### src/rtl/bank_access_sequencer.sv
// Bank access sequencer: steps one SRAM bank through precharge, word-line,
// sense and response phases. Define BANK_ACCESS_SEQUENCER_BURST_EN for multi-beat bursts.
module bank_access_sequencer #(
    parameter int ROW_W   = 10,
    parameter int DATA_W  = 32,
    parameter int T_PRE   = 2,
    parameter int T_WL    = 2,
    parameter int T_SENSE = 1
) (
    input  logic              clk,
    input  logic              rst,
    input  logic              req_valid,
    output logic              req_ready,
    input  logic              req_write,
    input  logic [ROW_W-1:0]  req_row,
    input  logic [DATA_W-1:0] req_wdata,
`ifdef BANK_ACCESS_SEQUENCER_BURST_EN
    input  logic [3:0]        req_len,
    output logic              rsp_last,
`endif
    output logic              rsp_valid,
    input  logic              rsp_ready,
    output logic              rsp_write,
    output logic [DATA_W-1:0] rsp_data,
    output logic [ROW_W-1:0]  wl_sel,
    output logic              wl_en,
    output logic              pre_en,
    output logic              wr_en,
    output logic [DATA_W-1:0] wr_data,
    output logic              sa_en,
    input  logic [DATA_W-1:0] sa_data
);

    typedef enum logic [2:0] {IDLE, PRE, WL, SENSE, RESP} state_t;

    localparam logic [3:0] PRE_LOAD   = 4'(T_PRE - 1);
    localparam logic [3:0] WL_LOAD    = 4'(T_WL - 1);
    localparam logic [3:0] SENSE_LOAD = 4'(T_SENSE - 1);

    state_t            state;
    logic [3:0]        phase_cnt;
    logic              lat_write;
    logic [DATA_W-1:0] lat_wdata;
`ifdef BANK_ACCESS_SEQUENCER_BURST_EN
    logic [3:0]        beats_left;
`endif

    // NOTE: every output is a flop written alongside the state transition that
    // implies it, so no input ever reaches an output combinationally; all of this
    // state uses non-blocking assignments so every flop samples pre-edge values.
    always_ff @(posedge clk) begin
        if (rst) begin
            state     <= IDLE;
            phase_cnt <= '0;
            lat_write <= 1'b0;
            lat_wdata <= '0;
            req_ready <= 1'b1;
            rsp_valid <= 1'b0;
            rsp_write <= 1'b0;
            rsp_data  <= '0;
            wl_sel    <= '0;
            wl_en     <= 1'b0;
            pre_en    <= 1'b0;
            wr_en     <= 1'b0;
            wr_data   <= '0;
            sa_en     <= 1'b0;
`ifdef BANK_ACCESS_SEQUENCER_BURST_EN
            beats_left <= '0;
            rsp_last   <= 1'b0;
`endif
        end else begin
            case (state)
                IDLE: begin
                    if (req_valid) begin
                        state     <= PRE;
                        phase_cnt <= PRE_LOAD;
                        lat_write <= req_write;
                        lat_wdata <= req_wdata;
                        wl_sel    <= req_row;
                        req_ready <= 1'b0;
                        pre_en    <= 1'b1;
`ifdef BANK_ACCESS_SEQUENCER_BURST_EN
                        beats_left <= req_len;
`endif
                    end
                end
                PRE: begin
                    if (phase_cnt == 4'd0) begin
                        state     <= WL;
                        phase_cnt <= WL_LOAD;
                        pre_en    <= 1'b0;
                        wl_en     <= 1'b1;
                        wr_en     <= lat_write;
                        wr_data   <= lat_write ? lat_wdata : '0;
                    end else begin
                        phase_cnt <= phase_cnt - 4'd1;
                    end
                end
                WL: begin
                    if (phase_cnt == 4'd0) begin
                        wl_en   <= 1'b0;
                        wr_en   <= 1'b0;
                        wr_data <= '0;
                        if (lat_write) begin
                            state     <= RESP;
                            rsp_valid <= 1'b1;
                            rsp_write <= 1'b1;
`ifdef BANK_ACCESS_SEQUENCER_BURST_EN
                            rsp_last  <= (beats_left == 4'd0);
`endif
                        end else begin
                            state     <= SENSE;
                            phase_cnt <= SENSE_LOAD;
                            sa_en     <= 1'b1;
                        end
                    end else begin
                        phase_cnt <= phase_cnt - 4'd1;
                    end
                end
                SENSE: begin
                    if (phase_cnt == 4'd0) begin
                        state     <= RESP;
                        sa_en     <= 1'b0;
                        rsp_data  <= sa_data;
                        rsp_valid <= 1'b1;
                        rsp_write <= 1'b0;
`ifdef BANK_ACCESS_SEQUENCER_BURST_EN
                        rsp_last  <= (beats_left == 4'd0);
`endif
                    end else begin
                        phase_cnt <= phase_cnt - 4'd1;
                    end
                end
                RESP: begin
                    if (rsp_ready) begin
                        rsp_valid <= 1'b0;
                        rsp_write <= 1'b0;
`ifdef BANK_ACCESS_SEQUENCER_BURST_EN
                        rsp_last  <= 1'b0;
                        // Remaining beats chain straight into PRE on the next row.
                        if (beats_left != 4'd0) begin
                            beats_left <= beats_left - 4'd1;
                            wl_sel     <= wl_sel + 1'b1;
                            state      <= PRE;
                            phase_cnt  <= PRE_LOAD;
                            pre_en     <= 1'b1;
                        end else begin
                            state     <= IDLE;
                            req_ready <= 1'b1;
                        end
`else
                        state     <= IDLE;
                        req_ready <= 1'b1;
`endif
                    end
                end
                default: begin
                    state     <= IDLE;
                    req_ready <= 1'b1;
                end
            endcase
        end
    end

endmodule

### config.mk
export PLATFORM = sky130hd
export DESIGN_NAME = bank_access_sequencer
export DESIGN_NICKNAME = d
export VERILOG_FILES = /design/src/rtl/bank_access_sequencer.sv
export SDC_FILE = /design/constraint.sdc
export NUM_CORES = 1
export LEC_CHECK = 0
export CORE_AREA = 2 2 103 105
export DETAILED_ROUTE_END_ITERATION = 7
export DIE_AREA = 0 0 105 107
export PLACE_DENSITY = 0.91
export SLEW_MARGIN = 10
export SYNTH_ARGS = -nofsm -noshare
export SYNTH_HDL_FRONTEND = slang
export SYNTH_SLANG_ARGS = --single-unit
### constraint.sdc
create_clock -name clk -period 4.6 [get_ports clk]
set_input_delay 0.46 -clock clk [delete_from_list [all_inputs] [get_ports clk]]
set_output_delay 0.46 -clock clk [all_outputs]
set_load 0.03 [all_outputs]
==> summary.md <==
| Metric | Value |
|---|---|
| Clock sink count | `around 120` |
| Req. time, crit path | `approximately 5 ns` |
| Grt ovf | `0` |
| Top-level port count | `160` |
| Commonest non-fill, non-tap cells in the layout | `clkdlybuf4s50_1 (158), dfxtp_1 (119), a21oi_1 (110), nand2_1 (90)` |
| Post-CTS Setup Repair Bufs | `0` |
| Worst-Margin Slew | `1.20 ns` |
| RSZ-0062 raised after global routing | `false` |
| Register area | `around 2400 um2` |
| Critical-path cell list | `and3b_1 > nand3_1 > a21oi_1` |
| Final setup viols | `0` |
| Vias/cell | `between 5 and 6` |
| Slew margin rel. | `around a fifth` |
| Tot GR Track Use | `approximately a quarter` |
| Pwr/cell area | `568 nW/um2` |
| Worst Path Class, Setup | `reg2reg` |
| Layout fillers | `approximately 740` |
| Layout cells sized above 1 | `9.45%` |
| Rows | `37` |
| Die W | `105 um` |
| Max-slew violation count | `0` |
| First-pass GRT wire length | `approximately 23000 um` |
| Initial antenna violation count | `0` |
| Root Buffer | `clkbuf_8` |
| Max stage delay on crit path | `roughly 1.1 ns` |
| Vias in the first global route | `roughly 4700` |
| Pin count of the biggest net entering global routing | `121` |
| Clock Skew | `about 0.0086 ns` |
| Dominant synthesized flop cell | `dfxtp_1` |
| Worst EP arrival | `3.06 ns` |
| Resize count post-CTS | `0` |
| Remaining antenna violation count after routing | `0` |
| Wirelength per Cell | `between 15 and 20 um` |
| Post-synth EDFFs | `0` |
| Overall power | `around 4000 uW` |
| Sequential area share after synthesis | `49.7%` |
| Total CTS buffers | `17` |
| Detail Placement HPWL | `8920 um` |
| Critical path startpoint category | `register` |
| Initial Util | `48.3%` |
| Max Cap Viol | `0` |
| Hold-fix buffers, CTS | `0` |
| CTS tree | `built` |
| Most common cell after layout, fill and taps aside | `clkdlybuf4s50_1` |
| Die Y | `about 110 um` |
| Synthesis-stage register bit count | `roughly 120` |
| Final wirelength | `approximately 14000 um` |
| Clock-pin slew on the worst setup and hold paths | `around 0.060 ns` |
| Worst Path Buf+Inv | `0` |
| Net Count, Synth | `~660` |
| First DRT Iteration DRCs | `350` |
| Yosys Warn Count | `0` |
| DP Cell Count | `about 800` |
| Area growth syn-to-layout | `44.7%` |
| Via Count | `4883` |
| HP Class | `reg2reg` |
| Netlist cell types | `between 40 and 50` |
| Delay-heaviest family, CP | `simple AND/OR/NAND/NOR gates` |
| Crit path max fanout | `between 50 and 60` |
| H-tree level count | `4` |
| Setup Total Neg Slack | `0 ns` |
| Max Freq | `~380 MHz` |
| Crit path time final | `2.64 ns` |
| Post-synthesis cell count | `approximately 580` |
| CTS Buffer Depth | `2` |
| Multi-input gate area | `2180 um2` |
| Die Footprint | `between 10000 and 15000 um2` |
| Outcome | `completed` |
| Final Net Count | `777` |
| Pre-Repair DR Iteration Count | `5` |
| ANT cells | `0` |
| DRC Markers | `0` |
| Critical Path End Type | `register` |
| Hold Vio Cnt, Final | `0` |
| Worst skew pair latency | `slightly above 0.5 ns` |
| Slowest cell on crit path | `and3b_1` |
| Fraction of registers with async set/reset | `0%` |
| Syn avg cell area | `8.45 um2` |
| Port bufs | `between 150 and 200` |
| Final RePlAce weighted congestion | `between 0.7 and 0.8` |
| Cell Area, Synth | `about 4900 um2` |
| Pleak | `between 0.002 and 0.0025 uW` |
| Crit share post-route | `between 50% and 60%` |
| Fin cells | `roughly 850` |
| Max VDD drop | `around 0.00047 V` |
| Core box area | `10100 um2` |
state kept, by name, summed over array words and instances (netlist names):
register   cells
lat_write      1
wr_en          1
rsp_write      1
pre_en         1
wr_data       32
phase_cnt      4
rsp_data      32
wl_en          1
lat_wdata     32
sa_en          1
state          3
rsp_valid      1
wl_sel        10
req_ready      1
metal layers:
metal  share of wire, %  up-vias  routed length, um  global-route usage [%]
met5                  0        -                  0                       0
met4                1.9        0                277                    8.76
met3                6.9       22                994                    6.08
met2                 51      222               7290                    44.6
met1                 40     2327               5810                    30.2
li1                   -     2312                  -                       -
synth_stat cells, types with 2 or more instances:
cell type	number	area share, %
dfxtp_1	121	50
a21oi_1	110	11
nand2_1	90	6.9
clkbuf_1	42	3.2
nand3_1	35	3.6
o21ai_0	35	3.6
nand4_1	32	4.1
o31ai_1	17	2.6
o31ai_2	16	4.1
buf_2	11	1.1
buf_1	8	0.62
a31oi_1	5	0.64
inv_1	5	0.38
nor2_1	4	0.31
nor4_1	4	0.51
o21ai_1	4	0.41
a211oi_1	3	0.46
buf_6	3	0.69
or3b_2	3	0.54
a311oi_1	2	0.36
ha_1	2	0.51
nand2b_1	2	0.26
nor3_1	2	0.21
nor4b_2	2	0.62
o21a_1	2	0.31
path summary, 6_finish.rpt:
kind / depth (start not counted) / end / slack (ns) / start
hold / removal: 2 / lat_wdata[0]$_SDFFE_PP0P_ / 0.45 / lat_wdata[0]$_SDFFE_PP0P_
hold reg to reg: 2 / lat_wdata[0]$_SDFFE_PP0P_ / 0.45 / lat_wdata[0]$_SDFFE_PP0P_
setup reg to reg: 3 / wr_data[2]$_SDFFE_PP0P_ / 1.96 / state[0]$_SDFFE_PP0P_
setup / recovery: 3 / wr_data[2]$_SDFFE_PP0P_ / 1.96 / state[0]$_SDFFE_PP0P_
where the power goes:
group          switching, uW  total [uW]  leakage, uW  internal, uW
combinational            901        1280      0.00107           383
sequential               187        1360     0.000984          1170
clock                    462        1370     0.000291           908
through the flow:
| stage | util, % | instance area, um2 | setup slack (ns) | hold WS, ns |
|---|---|---|---|---|
| after floorplan | - | 4880 | 2.81 | 0.437 |
| after global placement | 63.8 | 6440 | 2.14 | 0.443 |
| after detailed placement | 63.8 | 6440 | 1.99 | 0.448 |
| after CTS | 69.9 | 7060 | 1.94 | 0.456 |
| after global routing | 69.9 | 7060 | 1.76 | 0.476 |
| final | 69.9 | 7060 | 1.96 | 0.453 |
worst register-to-register path: cells and delay by family (launching register included):
kind	cells	cell delay [ns]
flip-flops	1	1.00
AND/OR/NAND/NOR	2	1.32
AO/OA/AOI/OAI	1	0.23
kinds of logic after synthesis:
group,after synthesis,synth area share [%]
flip-flops,121,49.7
buffers and inverters,70,6.13
AND/OR/NAND/NOR,182,18.4
XOR/XNOR,1,0.180
multiplexers,1,0.231
AO/OA/AOI/OAI,200,24.9
adder cells (fa/ha/maj),2,0.513
layout make-up:
class	count	area share, %
clock buffer	21	6.37
multi-input combinational	386	30.9
timing repair buffer	164	23.2
sequential	121	34.4
clock inverter	11	2.39
tap	136	2.41
inverter	6	0.319
(Power assumes the default switching activity.)
